## config.mk

```make
export PLATFORM = sky130hd
export DESIGN_NAME = btb_assoc_predictor
export DESIGN_NICKNAME = d
export VERILOG_FILES = /design/src/rtl/btb_assoc_predictor_pkg.sv /design/src/rtl/btb_assoc_predictor_plru.sv /design/src/rtl/btb_assoc_predictor.sv
export SDC_FILE = /design/constraint.sdc
export NUM_CORES = 2
export LEC_CHECK = 0
export ABC_AREA = 1
export BUFFER_PORTS_ARGS = -buffer_cell sky130_fd_sc_hd__buf_4
export CORE_ASPECT_RATIO = 1.75
export CORE_MARGIN = 3
export CORE_UTILIZATION = 50
export DETAILED_ROUTE_END_ITERATION = 10
export PLACE_DENSITY = 0.65
export SYNTH_ARGS = -nofsm -noshare
export SYNTH_HDL_FRONTEND = slang
export SYNTH_SLANG_ARGS = --single-unit
```

## constraint.sdc

```tcl
create_clock -name clk -period 4.04 [get_ports clk]
set_input_delay 0.202 -clock clk [delete_from_list [all_inputs] [get_ports clk]]
set_output_delay 0.202 -clock clk [all_outputs]
set_load 0.01 [all_outputs]
```

## src/rtl/btb_assoc_predictor_pkg.sv

```systemverilog
`default_nettype none
// ============================================================================
// Module      : btb_assoc_predictor_pkg
// Description : Shared widths, entry types and flush-FSM encodings for the BTB.
// Revision    : 1.0 - initial release
// ============================================================================
package btb_assoc_predictor_pkg;

    localparam int BTB_INDEX_W  = 4;
    localparam int BTB_TAG_W    = 12;
    localparam int BTB_WAYS     = 4;
    localparam int BTB_CTR_W    = 2;
    localparam int BTB_TARGET_W = 16;

    typedef logic [BTB_CTR_W-1:0] btb_ctr_t;

    typedef struct packed {
        logic                    valid;
        logic                    uc;
        btb_ctr_t                ctr;
        logic [BTB_TAG_W-1:0]    tag;
        logic [BTB_TARGET_W-1:0] target;
    } btb_entry_t;

    localparam logic [1:0] c_ST_IDLE  = 2'd0;
    localparam logic [1:0] c_ST_FLUSH = 2'd1;
    localparam logic [1:0] c_ST_DONE  = 2'd2;

endpackage
`default_nettype wire

```

## src/rtl/btb_assoc_predictor_plru.sv

```systemverilog
`default_nettype none
// ============================================================================
// Module      : btb_plru
// Description : Tree pseudo-LRU update and victim selection for one set.
// Revision    : 1.0 - initial release
// ============================================================================
module btb_plru #(
    parameter int WAYS = 4
) (
    input  logic [WAYS-2:0]         i_bits,
    input  logic [$clog2(WAYS)-1:0] i_touch_way,
    output logic [WAYS-2:0]         o_next_bits,
    output logic [$clog2(WAYS)-1:0] o_victim_way
);

    localparam int c_lvls = $clog2(WAYS);

    // Heap-ordered tree, node n stored at bit n-1; a 1 steers the victim right.
    always_comb begin : touch_walk
        int node;
        o_next_bits = i_bits;
        node        = 1;
        for (int l = c_lvls - 1; l >= 0; l--) begin
            o_next_bits[node-1] = ~i_touch_way[l];
            node                = 2 * node + int'(i_touch_way[l]);
        end
    end

    always_comb begin : victim_walk
        int node;
        node = 1;
        for (int l = 0; l < c_lvls; l++) begin
            node = 2 * node + int'(i_bits[node-1]);
        end
        o_victim_way = c_lvls'(node - WAYS);
    end

endmodule
`default_nettype wire

```

## src/rtl/btb_assoc_predictor.sv

```systemverilog
`default_nettype none
// ============================================================================
// Module      : btb_assoc_predictor
// Description : N-way set-associative BTB with saturating direction counters,
//               tree-PLRU replacement and a sequenced whole-table flush.
// Revision    : 1.0 - initial release
// ============================================================================
module btb_assoc_predictor
    import btb_assoc_predictor_pkg::*;
#(
    parameter int INDEX_W = BTB_INDEX_W,
    parameter int TAG_W   = BTB_TAG_W,
    parameter int WAYS    = BTB_WAYS,
    parameter int CTR_W   = BTB_CTR_W
) (
    input  logic               clk,
    input  logic               reset_n,
    input  logic [INDEX_W-1:0] index_fetch,
    input  logic [TAG_W-1:0]   tag_fetch,
    output logic               hit,
    output logic [15:0]        target,
    output logic               uc_out,
    output logic               pred_taken,
    input  logic               upd_valid,
    input  logic [INDEX_W-1:0] upd_index,
    input  logic [TAG_W-1:0]   upd_tag,
    input  logic [15:0]        upd_target,
    input  logic               upd_taken,
    input  logic               upd_uc,
    input  logic               flush_req,
    output logic               busy,
    output logic               flush_done
);

    localparam int               c_sets    = 2 ** INDEX_W;
    localparam int               c_way_w   = $clog2(WAYS);
    localparam logic [CTR_W-1:0] c_ctr_max = '1;
    localparam logic [CTR_W-1:0] c_ctr_init = CTR_W'(1) << (CTR_W - 1);
    localparam logic [INDEX_W-1:0] c_last_set = '1;

    logic [WAYS-1:0]    r_valid  [c_sets];
    logic [WAYS-2:0]    r_plru   [c_sets];
    logic [TAG_W-1:0]   r_tag    [c_sets][WAYS];
    logic [15:0]        r_target [c_sets][WAYS];
    logic               r_uc     [c_sets][WAYS];
    logic [CTR_W-1:0]   r_ctr    [c_sets][WAYS];

    logic [1:0]         r_state;
    logic [INDEX_W-1:0] r_ptr;
    logic               r_busy;
    logic               r_flush_done;

    logic [WAYS-1:0]    w_fetch_match;
    logic [c_way_w-1:0] w_fetch_way;
    logic               w_fetch_hit;

    logic [WAYS-1:0]    w_upd_match;
    logic [c_way_w-1:0] w_upd_hit_way;
    logic               w_upd_hit;
    logic               w_free_found;
    logic [c_way_w-1:0] w_free_way;
    logic [c_way_w-1:0] w_plru_victim;
    logic [c_way_w-1:0] w_upd_way;
    logic [WAYS-2:0]    w_plru_next;
    logic [CTR_W-1:0]   w_ctr_cur;
    logic [CTR_W-1:0]   w_ctr_next;
    logic               w_upd_write;
    logic               w_flushing;

    // Tags are unique per set, so OR-ing matching way numbers yields the binary index.
    always_comb begin
        w_fetch_match = '0;
        w_fetch_way   = '0;
        w_upd_match   = '0;
        w_upd_hit_way = '0;
        for (int w = 0; w < WAYS; w++) begin
            w_fetch_match[w] = r_valid[index_fetch][w] && (r_tag[index_fetch][w] == tag_fetch);
            w_upd_match[w]   = r_valid[upd_index][w] && (r_tag[upd_index][w] == upd_tag);
            if (w_fetch_match[w]) w_fetch_way   = w_fetch_way | c_way_w'(w);
            if (w_upd_match[w])   w_upd_hit_way = w_upd_hit_way | c_way_w'(w);
        end
    end

    assign w_fetch_hit = (|w_fetch_match) & ~r_busy;
    assign hit         = w_fetch_hit;
    assign target      = r_target[index_fetch][w_fetch_way];
    assign uc_out      = w_fetch_hit & r_uc[index_fetch][w_fetch_way];
    assign pred_taken  = w_fetch_hit & (r_uc[index_fetch][w_fetch_way] |
                                        r_ctr[index_fetch][w_fetch_way][CTR_W-1]);

    always_comb begin
        w_free_found = 1'b0;
        w_free_way   = '0;
        for (int w = 0; w < WAYS; w++) begin
            if (!r_valid[upd_index][w] && !w_free_found) begin
                w_free_found = 1'b1;
                w_free_way   = c_way_w'(w);
            end
        end
    end

    btb_plru #(
        .WAYS (WAYS)
    ) u_plru (
        .i_bits       (r_plru[upd_index]),
        .i_touch_way  (w_upd_way),
        .o_next_bits  (w_plru_next),
        .o_victim_way (w_plru_victim)
    );

    assign w_upd_hit   = |w_upd_match;
    assign w_upd_way   = w_upd_hit    ? w_upd_hit_way :
                         w_free_found ? w_free_way    : w_plru_victim;
    assign w_upd_write = upd_valid & ~r_busy & (w_upd_hit | upd_taken);
    assign w_flushing  = (r_state == c_ST_FLUSH);
    assign w_ctr_cur   = r_ctr[upd_index][w_upd_way];

    always_comb begin
        w_ctr_next = w_ctr_cur;
        if (upd_taken) begin
            if (w_ctr_cur != c_ctr_max) w_ctr_next = w_ctr_cur + CTR_W'(1);
        end else begin
            if (w_ctr_cur != '0) w_ctr_next = w_ctr_cur - CTR_W'(1);
        end
    end

    always_ff @(posedge clk or negedge reset_n) begin
        if (!reset_n) begin
            for (int s = 0; s < c_sets; s++) begin
                r_valid[s] <= '0;
                r_plru[s]  <= '0;
            end
        end else if (w_flushing) begin
            r_valid[r_ptr] <= '0;
            r_plru[r_ptr]  <= '0;
        end else if (w_upd_write) begin
            r_valid[upd_index][w_upd_way] <= 1'b1;
            r_plru[upd_index]             <= w_plru_next;
        end
    end

    // Payload arrays carry no reset; they are only meaningful behind a valid bit.
    always_ff @(posedge clk) begin
        if (w_upd_write) begin
            r_uc[upd_index][w_upd_way] <= upd_uc;
            if (upd_taken) r_target[upd_index][w_upd_way] <= upd_target;
            if (w_upd_hit) begin
                r_ctr[upd_index][w_upd_way] <= w_ctr_next;
            end else begin
                r_tag[upd_index][w_upd_way] <= upd_tag;
                r_ctr[upd_index][w_upd_way] <= c_ctr_init;
            end
        end
    end

    always_ff @(posedge clk or negedge reset_n) begin
        if (!reset_n) begin
            r_state      <= c_ST_IDLE;
            r_ptr        <= '0;
            r_busy       <= 1'b0;
            r_flush_done <= 1'b0;
        end else begin
            case (r_state)
                c_ST_IDLE: begin
                    r_flush_done <= 1'b0;
                    if (flush_req) begin
                        r_state <= c_ST_FLUSH;
                        r_ptr   <= '0;
                        r_busy  <= 1'b1;
                    end
                end
                c_ST_FLUSH: begin
                    if (r_ptr == c_last_set) begin
                        r_state      <= c_ST_DONE;
                        r_busy       <= 1'b0;
                        r_flush_done <= 1'b1;
                    end else begin
                        r_ptr <= r_ptr + INDEX_W'(1);
                    end
                end
                c_ST_DONE: begin
                    r_flush_done <= 1'b0;
                    if (flush_req) begin
                        r_state <= c_ST_FLUSH;
                        r_ptr   <= '0;
                        r_busy  <= 1'b1;
                    end else begin
                        r_state <= c_ST_IDLE;
                    end
                end
                default: begin
                    r_state      <= c_ST_IDLE;
                    r_busy       <= 1'b0;
                    r_flush_done <= 1'b0;
                end
            endcase
        end
    end

    assign busy       = r_busy;
    assign flush_done = r_flush_done;

endmodule
`default_nettype wire

```

== Word level (Yosys, flattened, before mapping) ==
Memories as Yosys holds them, arrays and structs flattened.
Index checks and enable logic that the tools add are counted.

* Add/sub/neg operators: 9
* $lt $le $gt $ge: 13
* Eq/ne operators: 16
* Mux-type cells: 100
* Bitwise logic cells: 28
* Reductions and logical operators: 31

{| class="wikitable"
|+ Operators by type and width
! cell !! number
|-
| $mux 64 || 3
|-
| $mux 48 || 3
|-
| $eq 12x12->1 || 8
|-
| $and 64x64->64 || 1
|-
| $lt 32x4->1 const B || 2
|-
| $not 64->64 || 1
|-
| $or 64x64->64 || 1
|-
| $and 48x48->48 || 1
|-
| $bwmux 48 || 1
|-
| $mux 16 || 3
|-
| $not 48->48 || 1
|-
| $mux 2 || 18
|-
| $mux 4 || 9
|-
| $mux 1 || 34
|-
| $bmux 16 s2 || 1
|-
| $bmux 4 s4 || 2
|-
| $demux 16 s2 || 1
|-
| $demux 4 s4 || 2
|-
| $ge 32x1->1 const B || 1
|-
| $sub 32x2->32 const B || 1
|-
| $demux 12 s2 || 1
|-
| $demux 3 s4 || 2
|-
| $logic_and 1x1->1 || 16
|-
| $mux 8 || 2
|-
| other kinds (40) || 82
|}

* Flip-flop bits (word level): 120
* Bits in writable memories: 1,984
* Bits of input ports: 54
* Output and inout port bits: 21
* Logic and storage cells: 237
* Memories: 4

{| class="wikitable"
|+ Memories
! memory !! depth !! bits a word !! read ports !! clocked after memory_dff !! write ports !! RTL line !! RTL
|-
| r_target || 16 || 64 || 1 || 0 || 1 || btb_assoc_predictor.sv:44 || <nowiki>logic [15:0] r_target [c_sets][WAYS];</nowiki>
|-
| r_tag || 16 || 48 || 2 || 0 || 1 || btb_assoc_predictor.sv:43 || <nowiki>logic [TAG_W-1:0] r_tag [c_sets][WAYS];</nowiki>
|-
| r_ctr || 16 || 8 || 2 || 0 || 1 || btb_assoc_predictor.sv:46 || <nowiki>logic [CTR_W-1:0] r_ctr [c_sets][WAYS];</nowiki>
|-
| r_uc || 16 || 4 || 1 || 0 || 1 || btb_assoc_predictor.sv:45 || <nowiki>logic r_uc [c_sets][WAYS];</nowiki>
|}

== Logic depth before layout (Yosys ltp) ==
* Word-level depth: 25
* Depth in mapped cells: 29
* Mapped depth without buffers: 25

== Modules after synthesis ==
From an unflattened synthesis, not the netlist that was laid out.

* Cell total of the unflattened synthesis: 9,454
* Area total of the unflattened synthesis: 95,995.8 um2

{| class="wikitable"
|+ By module, submodules not included
! module !! times used !! cells an instance !! area each (um2) !! sequential area each (um2)
|-
| btb_assoc_predictor || 1 || 9,442 || 95,945.8 || 62,580.0
|-
| btb_plru || 1 || 12 || 50.0 || 0.0
|}

== Least setup slack after synthesis ==
OpenSTA, ideal clock, no wires.

* Path kind: input to register
* From: input port upd_index[0]
* To: memory r_tag[8][24] (netlist name), enable pin
* Setup time: 0.396 ns
* Arrival: 3.168 ns
* Data required time: 3.644 ns
* Path slack: 0.476 ns
* Stages: 24
* Buffers on the path: 5
* Cell sequence: buf_4 > buf_6 > buf_6 > buf_4 > nand2_1 > o21ai_1 > nand2_1 > nand3_1 > nand2_1 > nand2_1 > o21ai_0 > nand2_1 > nand3_1 > nor2_1 > nand2_1 > nand2_1 > nor2_4 > nand2_2 > nand2_4 > nand2_4 > inv_2 > nand2_2 > buf_2 > nor3_1

* Longest elaborated chain between the ends: 21
* Elaborated cells between the ends (all ways): 55
* Classes of those cells: add/sub: 4; order compare: 2; eq/ne: 4; mux: 26; bitwise: 4; reduce/logical: 14; memory: 1

{| class="wikitable"
|+ RTL lines
! item !! RTL line !! RTL
|-
| start: declaration || btb_assoc_predictor.sv:25 || <nowiki>input logic [INDEX_W-1:0] upd_index,</nowiki>
|-
| branches (longest 21 deep; another with $sub 3x1->4) || n/a ||
|-
| end: declaration || btb_assoc_predictor.sv:43 ||
|}

Parallel ways; which one is timed is not known. The select of a mux whose other input is x is not followed.

==> out/results.ini <==
[outcome]
outcome = finished with violations
violations = negative setup slack

[critical_path]
cp_num_cells = 17
cp_max_fo = 7
crit_buf_inv = 4
rr_worst_depth = 19
slowest_stage = edfxtp_1
cp_data_arrival_time_ps = 3950
regToRegSetupSlack_ps = 180
end_kind = output port
crit_start = r_tag[8][26]
start_kind = register
crit_type = register to output port
rr_endpoint = r_tag[11][29]
cp_data_required_time_ps = 3840
cpPeakStageDelay_ps = 380
crit_path_end = target[5]
crit_chain = inv_1 -> nand2_1 -> o211ai_1 -> nand3_1 -> nand3_1 -> nand2_4 -> xor2_2 -> nand3b_1 -> nor3_2 -> nand2_2 -> nand2_8 -> clkinvlp_4 -> buf_12 -> o211ai_1 -> nand3_2 -> nand2_2 -> buf_6
reg2reg_from = r_tag[11][30]
cp_top_family = simple AND/OR/NAND/NOR gates

[cts]
path_clk_slew_ps = 70
cts_root_buffer = clkbuf_16
clkLatencyLatePin_ps = 860
cts_tree = yes
cts_max_level = 4
cts.sinks = 2104
cts_buffers = 194
clockBufferDepth = 4

[place]
io_buffer_count = 74
placed_area_sq_um = 105000
dp_slack_ps = -287
dp_hpwl_um = 222000
gp_congestion = 1.00

[global_routing]
grtUsageMet2 = 0.576
antenna_found_initial = 13
grt_pass1_wl_um = 495000
met1_usage = 0.389
grt_usage = 0.343
grt_max_degree = 205
grt_pass1_vias = 74600
top_usage_layer = met2
grt.overflow.total = 0
use_met3 = 0.0524

[timing]
fin_ws_ps = -109
clock-skew-final_ps = 31.1
slew-limit-headroom = 0.308
clock.fmax_mhz = 241
hold_violations = 0
report.final.slew_viol_count = 0
max_slew.worst_pin.slew_ps = 1030
finalSetupTns_ps = -814
rsz0062_at_grt = yes
finalCritPeriodShare = 1.03
setup_viol = 14
period_minus_slack_ps = 4150

[finish]
final_common_cell = nand2_1
utilization = 0.586
drive_gt1_frac = 0.128
syn_to_final_growth_pct = 16.5
nFillCells = 15400
final_cell_mix = 2115 x nand2_1, 1984 x edfxtp_1, 1235 x o21ai_0
nNetsFinal = 9740
design_area_sq_um = 112000

[synth]
yosys.area_share.adder = 0.000522
synth_simple_gate_area_share = 0.161
synth_top_family_by_area = simple AND/OR/NAND/NOR gates
syn_area_sq_um = 95900
synthTopCellsByArea = edfxtp_1 62%, nand2_1 8.4%, o21ai_0 6.5%
ys_warn_count = 0
ys_seq_area_frac = 0.653
synth-seq-cells = 2104
ys_types = 49
syn_inst = 9322
post_synth_xor_area_fraction = 0.00128
muxShareOfSynthArea = 0.000104
syn_avg_cell_area_sq_um = 10.3
synth_top_cell_area_share = 0.621
post-synth-top-area-cell = edfxtp_1
synth_compound_area_frac = 0.139
syn_nets = 9380

[routing]
vias = 76700
drc = 0
vias_per_cell = 6.24
avgRoutedWirePerCell_um = 27.8
drt_pass1_iterations = 7
wl_um = 342000
ant_nets = 0
detailedRoute.firstIterationViolations = 9379

[hold_path]
hold_class = primary input to register
hold_depth = 5

[power_and_ir_drop]
p_leak_nw = 40.8
ir_drop_v = 0.000467
p_per_area_nw_per_um2 = 444
power_mw = 49.6

[floorplanning]
die_x_um = 337
start_util = 0.503
die_y_um = 585
rows = 212
io-pin-count = 75
dieArea_sq_um = 197000
core_area_sq_um = 191000

[run]
max-cap-violations = 0

[registers in the layout (all words and copies together), names as in the netlist]
register    flops
r_target     1024
r_tag         768
r_ctr         128
r_uc           64
r_valid        64
r_plru         48
r_ptr           4
r_state         2
busy            1
flush_done      1
[cells in the mapped netlist, drive strengths merged]
library cell	count
nand3b	4
a211oi	1
inv	370
o211ai	199
or4	8
nand3	351
xor2	14
and3	2
a21oi	262
o31ai	12
clkbuf	340
ha	4
edfxtp	1984
a21o	1
nand4	23
nor4	1
a22o	2
nand2	2170
dfrtp	120
clkinv	17
o221a	3
a22oi	73
buf	304
a221oi	16
o22ai	144
nor3	48
and2	2
mux2i	1
o221ai	214
o21a	3
nor2	1261
or2	3
o21ai	1338
a31oi	27
[tightest hold or removal path, delay by kind of cell]
| kind | cells | cell delay, ps |
|---|---|---|
| AOI/OAI and AO/OA | 1 | 100 |
| buffers and inverters | 3 | 420 |
| and+or+nand+nor | 1 | 90 |
[logic make-up after synthesis]
family / Yosys count
simple gates: 3873
compound gates: 2295
flops: 2104
buf+inv: 1031
xor+xnor: 14
fa+ha+maj: 4
mux: 1
[per-stage QoR]
step | cells | hold WS, ps
6_report | 12300 | 124
5_1_grt | 12300 | 115
4_1_cts | 12300 | 83.7
3_5_place_dp | 11900 | 426
3_3_place_gp | 11900 | 417
2_1_floorplan | 9322 | -93.6
[cell type report]
type	instances	area, sq um	share of cell area
Multi-Input combinational cell	6187	29600	0.265
Clock buffer	244	5140	0.0460
Sequential cell	2104	62600	0.560
Timing Repair Buffer	808	8970	0.0802
Tap cell	2461	3080	0.0276
Clock inverter	101	897	0.00803
Antenna cell	11	27.5	0.000246
Inverter	387	1500	0.0134
[how the worst min path moves through the flow]
stage | from | endpoint | slack [ps]
after floorplan | reset_n | busy | -90
after global placement | reset_n | r_plru[2] | 420
after detailed placement | reset_n | r_plru[2] | 430
after CTS | upd_taken | r_ctr[15][4] | 80
after global routing | upd_taken | r_ctr[15][4] | 110
final | upd_taken | r_ctr[15][4] | 120
[per-layer routing]
layer	routed length, um	part of all wire
met3	25700	0.075
met1	115000	0.34
met4	33300	0.097
met2	168000	0.49
met5	46	0.00013
[power by group]
group | switching (mW) | total [mW] | internal [mW]
clock network | 8.15 | 18.1 | 9.91
registers | 0.284 | 24.7 | 24.5
logic | 4.77 | 6.82 | 2.05
[repair_timing]
item                                   in CTS  in global routing
gates cloned                                0                  1
hold buffers                               31                  0
resized for setup                          87                 72
endpoints found under the hold margin    1258                  0
pin swaps                                  23                 27
setup endpoints to repair                  18                519
buffers inserted                            7                  2
No activity file was read; power rests on OpenSTA's default activity.
